==> src/rtl/tree_enc_pkg.sv <==
`default_nettype none
// ============================================================================
// Package : tree_enc_pkg
// Shared types for the protobuf tree message encoder.
// Revision: 1.0
// ============================================================================
package tree_enc_pkg;

  typedef enum logic [2:0] {
    WT_VARINT  = 3'd0,
    WT_LEN     = 3'd2,
    WT_FIXED32 = 3'd5
  } wire_type_e;

  typedef enum logic [1:0] {
    ST_IDLE   = 2'd0,
    ST_TAG    = 2'd1,
    ST_VARINT = 2'd2,
    ST_FIXED  = 2'd3
  } state_e;

  // The field id is folded into the tag shift register at accept time,
  // so the latched record only needs what the later states consume.
  typedef struct packed {
    logic [31:0] value;
    logic [2:0]  wire_type;
    logic        last;
  } field_rec_t;

  localparam int VARINT_MAX_BYTES = 5;

  function automatic logic wt_supported(input logic [2:0] wt);
    return (wt == WT_VARINT) || (wt == WT_LEN) || (wt == WT_FIXED32);
  endfunction

endpackage
`default_nettype wire

==> src/rtl/varint_serializer.sv <==
`default_nettype none
// ============================================================================
// Module  : varint_serializer
// Produces one varint byte (7 data bits + continuation) and the residual.
// Revision: 1.0
// ============================================================================
module varint_serializer (
  input  logic [31:0] in_value,
  output logic [7:0]  out_byte,
  output logic        out_more,
  output logic [31:0] out_rest
);

  assign out_rest = in_value >> 7;
  assign out_more = |out_rest;
  assign out_byte = {out_more, in_value[6:0]};

endmodule
`default_nettype wire

==> src/rtl/tree_msg_encoder.sv <==
`default_nettype none
// ============================================================================
// Module  : tree_msg_encoder
// Serializes field records into protobuf bytes; optional nesting-length
// checking is enabled with TREE_ENC_LEN_CHECK_EN.
// Revision: 1.0
// ============================================================================
module tree_msg_encoder
  import tree_enc_pkg::*;
#(
  parameter int IDENTIFIER_SIZE   = 5,
  parameter int NUM_MSG_HIERARCHY = 2
) (
  input  logic                       clk,
  input  logic                       rst_n,
  input  logic                       in_valid,
  output logic                       in_ready,
  input  logic [IDENTIFIER_SIZE-1:0] in_field_id,
  input  logic [2:0]                 in_wire_type,
  input  logic [31:0]                in_value,
  input  logic                       in_last,
  output logic                       out_valid,
  input  logic                       out_ready,
  output logic [7:0]                 out_data,
  output logic                       out_last,
  output logic                       wt_err,
  output logic                       len_err
);

  localparam int TAG_W = IDENTIFIER_SIZE + 3;

  state_e      state_q, state_d;
  field_rec_t  rec_q, rec_d;
  logic [31:0] work_q, work_d;
  logic [2:0]  idx_q, idx_d;
  logic        in_ready_q, in_ready_d;
  logic        wt_err_q, wt_err_d;

  logic [TAG_W-1:0] tag;
  logic [7:0]       ser_byte;
  logic             ser_more;
  logic [31:0]      ser_rest;
  logic             accept;
  logic             byte_done;
  logic             rec_final;

  varint_serializer u_ser (
    .in_value (work_q),
    .out_byte (ser_byte),
    .out_more (ser_more),
    .out_rest (ser_rest)
  );

  assign tag       = {in_field_id, in_wire_type};
  assign accept    = in_valid && in_ready_q;
  assign out_valid = (state_q != ST_IDLE);
  assign byte_done = out_valid && out_ready;
  assign rec_final = ((state_q == ST_VARINT) &&
                      (!ser_more || idx_q == 3'(VARINT_MAX_BYTES - 1))) ||
                     ((state_q == ST_FIXED) && (idx_q == 3'd3));

  assign in_ready = in_ready_q;
  assign wt_err   = wt_err_q;
  assign out_last = rec_final && rec_q.last;

  always_comb begin
    out_data = 8'h00;
    case (state_q)
      ST_TAG, ST_VARINT: out_data = ser_byte;
      ST_FIXED:          out_data = work_q[7:0];
      default:           out_data = 8'h00;
    endcase
  end

  always_comb begin
    state_d  = state_q;
    rec_d    = rec_q;
    work_d   = work_q;
    idx_d    = idx_q;
    wt_err_d = 1'b0;
    case (state_q)
      ST_IDLE: begin
        if (accept) begin
          rec_d = '{value: in_value, wire_type: in_wire_type, last: in_last};
          if (wt_supported(in_wire_type)) begin
            state_d = ST_TAG;
            work_d  = 32'(tag);
            idx_d   = 3'd0;
          end else begin
            wt_err_d = 1'b1;
          end
        end
      end
      ST_TAG: begin
        if (byte_done) begin
          if (ser_more) begin
            work_d = ser_rest;
          end else begin
            work_d  = rec_q.value;
            idx_d   = 3'd0;
            state_d = (rec_q.wire_type == WT_FIXED32) ? ST_FIXED : ST_VARINT;
          end
        end
      end
      ST_VARINT: begin
        if (byte_done) begin
          work_d = ser_rest;
          idx_d  = idx_q + 3'd1;
          if (rec_final) state_d = ST_IDLE;
        end
      end
      ST_FIXED: begin
        if (byte_done) begin
          work_d = work_q >> 8;
          idx_d  = idx_q + 3'd1;
          if (rec_final) state_d = ST_IDLE;
        end
      end
      default: state_d = ST_IDLE;
    endcase
    in_ready_d = (state_d == ST_IDLE);
  end

  always_ff @(posedge clk) begin
    if (!rst_n) begin
      state_q    <= ST_IDLE;
      rec_q      <= '0;
      work_q     <= '0;
      idx_q      <= '0;
      in_ready_q <= 1'b0;
      wt_err_q   <= 1'b0;
    end else begin
      state_q    <= state_d;
      rec_q      <= rec_d;
      work_q     <= work_d;
      idx_q      <= idx_d;
      in_ready_q <= in_ready_d;
      wt_err_q   <= wt_err_d;
    end
  end

`ifdef TREE_ENC_LEN_CHECK_EN
  localparam int DW = $clog2(NUM_MSG_HIERARCHY + 1);

  logic [31:0]   cnt_q [NUM_MSG_HIERARCHY];
  logic [31:0]   cnt_d [NUM_MSG_HIERARCHY];
  logic [DW-1:0] depth_q, depth_d;
  logic          len_err_q, len_err_d;

  // Exhausted counters are popped only at a record boundary, so a record
  // that overruns its enclosing length still flags on the offending byte.
  // Zero-length sub-messages hold nothing to track and are not pushed.
  always_comb begin
    cnt_d     = cnt_q;
    depth_d   = depth_q;
    len_err_d = len_err_q;
    if (byte_done) begin
      for (int i = 0; i < NUM_MSG_HIERARCHY; i++) begin
        if (DW'(i) < depth_q) begin
          if (cnt_q[i] == 32'd0) len_err_d = 1'b1;
          else                   cnt_d[i]  = cnt_q[i] - 32'd1;
        end
      end
      if (rec_final) begin
        for (int i = NUM_MSG_HIERARCHY - 1; i >= 0; i--) begin
          if (DW'(i) < depth_q && cnt_d[i] == 32'd0) depth_d = DW'(i);
        end
        if (rec_q.wire_type == WT_LEN && rec_q.value != 32'd0) begin
          if (depth_d == DW'(NUM_MSG_HIERARCHY)) begin
            len_err_d = 1'b1;
          end else begin
            for (int i = 0; i < NUM_MSG_HIERARCHY; i++) begin
              if (DW'(i) == depth_d) cnt_d[i] = rec_q.value;
            end
            depth_d = depth_d + DW'(1);
          end
        end
      end
    end
  end

  always_ff @(posedge clk) begin
    if (!rst_n) begin
      for (int i = 0; i < NUM_MSG_HIERARCHY; i++) cnt_q[i] <= '0;
      depth_q   <= '0;
      len_err_q <= 1'b0;
    end else begin
      cnt_q     <= cnt_d;
      depth_q   <= depth_d;
      len_err_q <= len_err_d;
    end
  end

  assign len_err = len_err_q;
`else
  assign len_err = 1'b0;
`endif

endmodule
`default_nettype wire

==> config.mk <==
export PLATFORM = sky130hd
export DESIGN_NAME = tree_msg_encoder
export DESIGN_NICKNAME = d
export VERILOG_FILES = /design/src/rtl/tree_enc_pkg.sv /design/src/rtl/varint_serializer.sv /design/src/rtl/tree_msg_encoder.sv
export SDC_FILE = /design/constraint.sdc
export NUM_CORES = 1
export LEC_CHECK = 0
export ABC_AREA = 1
export CAP_MARGIN = 30
export CORE_MARGIN = 3
export CORE_UTILIZATION = 45
export CTS_CLUSTER_DIAMETER = 30
export DETAILED_ROUTE_END_ITERATION = 12
export GPL_TIMING_DRIVEN = 1
export PLACE_DENSITY = 0.68
export SYNTH_ARGS = -nofsm -noshare
export SYNTH_HDL_FRONTEND = slang
export SYNTH_SLANG_ARGS = --single-unit
==> constraint.sdc <==
create_clock -name clk -period 4.15 [get_ports clk]
set_input_delay 0.415 -clock clk [delete_from_list [all_inputs] [get_ports clk]]
set_output_delay 0.415 -clock clk [all_outputs]
set_load 0.01 [all_outputs]
# Word level (Yosys, flattened, before mapping)
# Index checks and enable logic that the tools add are counted.
[classes]
addsub = 1
eq_ne = 15
n_mux = 23
reduce_logical = 21
[op_table]
columns = ["cell", "n"]
rows = [
  ["$mux W32", 6],
  ["$pmux W32 S4", 1],
  ["$reduce_or A25 Y1", 1],
  ["$pmux W8 S2", 1],
  ["$mux W3", 5],
  ["$mux W2", 6],
  ["$ne A2 B2 Y1 const B", 6],
  ["$reduce_and A5 Y1", 2],
  ["$eq A3 B3 Y1 const B", 3],
  ["$pmux W3 S3", 1],
  ["$eq A3 B2 Y1 const B", 2],
  ["$pmux W2 S3", 1],
  ["$logic_and A1 B1 Y1", 5],
  ["$eq A2 B2 Y1 const B", 2],
  ["$logic_not A2 Y1", 2],
  ["$logic_or A1 B1 Y1", 4],
  ["$reduce_or A2 Y1", 2],
  ["$add A3 B1 Y3 const B", 1],
  ["$logic_not A3 Y1", 1],
  ["$reduce_and A3 Y1", 1],
  ["$eq A2 B1 Y1 const B", 1],
  ["$mux W1", 2],
  ["$ne A2 B1 Y1 const B", 1],
  ["$reduce_and A2 Y1", 1],
  ["other kinds (2)", 2],
]
[word_totals]
register_bits = 75
in_bits = 45
out_inout_bits = 13
word_cells = 68

# Logic depth before layout (Yosys ltp)
[depth]
depth_word = 9
mapped_depth = 14
depth_no_buf = 14

# Cells and area by module
# A second synthesis with hierarchy kept.
[hier_totals]
hier_cells = 596
hier_area_um2 = 4001.3
[by_module_without_submodules]
columns = ["module", "instances", "cells_per_inst", "area_per_inst_um2", "seq_area_each_um2"]
rows = [
  ["tree_msg_encoder", 1, 532, 3608.5, 1501.4],
  ["varint_serializer", 1, 64, 392.9, 0.0],
]

# Worst setup path before layout
# No wires, ideal clock.
[synth_timing]
path_kind = "reg2out"
start = "register state_q[0]"
end = "output out_data[0]"
arrival_ns = 1.450
required_time_ns = 3.735
setup_slack_ns = 2.285
stages_incl_launch_ff = 8
path_buffers = 2
path_cell_list = "dfxtp_1 > inv_1 > ha_1 > buf_2 > inv_1 > buf_1 > nand2_1 > nor2_1"
[synth_via]
elab_chain_cells = 3
elab_cells_between_ends = 5
classes_between = "3 x eq/ne; 1 x mux; 1 x reduce/logical"
[synth_rtl]
columns = ["element", "line", "rtl"]
rows = [
  ["from (decl)", "tree_msg_encoder.sv:32", "state_e state_q, state_d;"],
  ["from (signal assigned)", "tree_msg_encoder.sv:133", "state_q <= state_d;"],
  ["$eq A2 B2 Y1 / $eq A2 B1 Y1 (equally long branches)", "tree_msg_encoder.sv:68", "case (state_q)"],
  ["$reduce_or A2 Y1", "tree_msg_encoder.sv:68", ""],
  ["$pmux W8 S2 (*)", "tree_msg_encoder.sv:68", ""],
  ["to (decl)", "tree_msg_encoder.sv:24", "output logic [7:0] out_data,"],
]
# Every way passes the cells marked *; elsewhere a longest branch is shown, timed or not.

# Worst setup path after layout
[layout_timing]
start = "register state_q[0]"
end = "output out_data[6]"
# Same word-level chain as after synthesis.

==> flow_summary.yaml <==
run_status:
  status: "completed"
layout:
  nets: 672
  n_fill_cell: 841
  post_route_cells_drive_above_1_share_pct: 16.0
  n_antenna_cell: 0
  syn_to_final_growth_pct: 19.0
yosys:
  yosysMostFrequentCell: "nand2_1"
  syn_area_um2: 4040
  syn_inst: 580
  ys.flop_type: "dfxtp_1"
  synth_edf_count: 0
  synthTopCellsByCount: "169 x nand2_1, 75 x dfxtp_1, 62 x a21oi_1"
  seq_area_frac_synth_pct: 37.2
  yosysWarnings: 0
  synth_cell_types: 29
  yosysTopAreaCell: "dfxtp_1"
  ys_async_sr_fraction_pct: 0
  syn_avg_cell_area_um2: 6.97
  ys_ff_latch: 75
  yosys.area.top_type_share_pct: 37.2
  syn-num-nets: 633
  yosys-top-cells-area: "dfxtp_1 37%, nand2_1 16%, a21oi_1 7.7%, nand3_1 5.3%, nor2_1 4.8%"
drt:
  drc: 0
  wl_mm: 10.2
  drtPass1Iterations: 4
  avgViaCountPerCell: 5.14
  ant_nets: 0
  wire_per_inst_um: 14.0
  via_count: 3745
  drtIter0Drc: 192
setup_path:
  r2r_cells: 11
  rr_endpoint: "idx_q[0]"
  crit_cells: 6
  slowest_delay_ps: 600
  cp_slowest_cell: "ha_1"
  cp_cell_sequence: "inv_1, ha_1, inv_1, nand2_1, nor2_1, clkdlybuf4s50_1"
  crit_path_start_kind: "flip-flop"
  path_delay_family: "buffers and inverters"
  crit_top_cell: "inv_1"
  timing.rr.start: "state_q[1]"
  cp_max_fo: 15
  worst-path-buf-inv: 3
  rrSetupSlack_ps: 1630
  arrival_ps: 2560
  crit_path_end_kind: "output pin"
  crit_required_ps: 3730
  path_class: "reg2out"
floorplan:
  start_util_pct: 47.7
  placementRows: 33
  design.core.area_um2: 8460
  io_pins: 58
  die-area_um2: 10200
  die_w_um: 101
  die_h_um: 101
global_route:
  grt_max_degree: 38
  antenna_found_initial: 0
  track_usage_pct: 20.8
  grt_pass1_wl_mm: 17.0
  gr-total-overflow: 0
  grt_pass1_vias: 3578
job:
  cap_violations: 0
sta:
  slew_headroom_pct: 56.7
  min_period_ps: 2970
  fmax_mhz: 336
  period_share_pct: 71.6
  tightest_slew_ps: 649
  finalSetupTns_ps: 0
  skew_ps: 15.2
  final-hold-violation-count: 0
  setup_violations: 0
  slew_viol_final: 0
  rsz0062_at_grt: "no"
cts:
  clk_pin_slew_ps: 80
  cts_made_buffers: 9
  numClockSinks: 75
  cts_buffer_depth: 2
  cts_tree: "yes"
  post_cts_buffers: 0
  insertion_delay_ps: 360
  ctsResizeCount: 0
  root_buffer: "clkbuf_8"
  htree_levels: 3
  holdBufCountCts: 0
power_and_ir_drop:
  p_total_mw: 2.11
  p_leak_nw: 1.87
  peakVddDrop_v: 0.000210
  powerDensity_nw_per_um2: 438
worst_hold_path:
  min_path_cells: 2
  hold_end: "rec_q[30]"
  min_from: "rec_q[30]"
  hold_class: "reg2reg"
placed_design:
  place.gp.congestion: 0.913
  hpwl_mm: 7.01
  port_buffers: 56
## where the power goes
part,internal [mW],switching [mW]
clock,0.355,0.291
combinational,0.209,0.406
sequential,0.794,0.0511
total,1.36,0.748
## cell usage in the layout, fill, tap and decap left out, types with 6 or more instances in the layout
cell type,count
inv_1,31
nand3_2,17
o21ai_0,14
clkbuf_8,10
nand2_1,169
nor2_2,6
o21ai_1,8
nand2_2,19
ha_1,8
a21oi_1,62
clkdlybuf4s50_1,56
nand3_1,43
nor2_1,52
a21oi_2,19
inv_2,10
dfxtp_1,75
## cells by family (layout without fill, tap and decap cells)
| logic type | Yosys count | count (layout) | synth area share, % |
|---|---|---|---|
| AOI/OAI and AO/OA | 106 | 106 | 15.1 |
| and+or+nand+nor | 316 | 316 | 36.6 |
| other | 1 | 1 | 0.0928 |
| DFF | 75 | 75 | 37.2 |
| buffers and inverters | 74 | 118 | 8.52 |
| adders and majority gates | 8 | 8 | 2.48 |
## tightest hold or removal path, stage by stage, from the launching register on
cell and delay, ps:
dfxtp_1 300, inv_1 60, a21oi_1 50
## stage by stage
stage	cells	hold WS, ps	instance area [um2]	utilization (%)	worst slack (ps)
floorplan	580	424	4040	-	2280
global placement	713	446	4580	54.1	1660
finish	729	456	4810	56.8	1180
detailed placement	713	447	4580	54.1	1550
CTS	729	459	4810	56.8	1140
global route	729	481	4810	56.8	938
## routing by layer
metal	vias to the layer above	track usage, %	part of all wire [%]
li1	1935	-	-
met1	1719	26.7	47
met2	80	34.8	47
met3	11	4.98	5.0
met4	0	5.60	1.0
met5	-	0	0
## layout make-up
type	instances	area, um2	area share, %
Timing Repair Buffer	61	598	12.4
Tap cell	105	131	2.73
Sequential cell	75	1500	31.2
Multi-Input combinational cell	431	2190	45.7
Clock buffer	10	138	2.86
Inverter	41	154	3.20
Clock inverter	6	88.8	1.85
## flip-flops by register name, summed over array words and instances (netlist names)
register,cells
state_q,2
in_ready,1
work_q,32
idx_q,3
rec_q,36
wt_err,1
## worst max path at each step
| stage | startpoint | to | slack (ps) |
|---|---|---|---|
| after global routing | state_q[0] | out_data[6] | 940 |
| after global placement | state_q[0] | out_data[6] | 1660 |
| final | state_q[0] | out_data[6] | 1180 |
| after CTS | state_q[0] | out_data[6] | 1140 |
| after detailed placement | state_q[0] | out_data[6] | 1550 |
| after floorplan | state_q[0] | out_data[0] | 2280 |
Power figures use the tool's default switching activity.
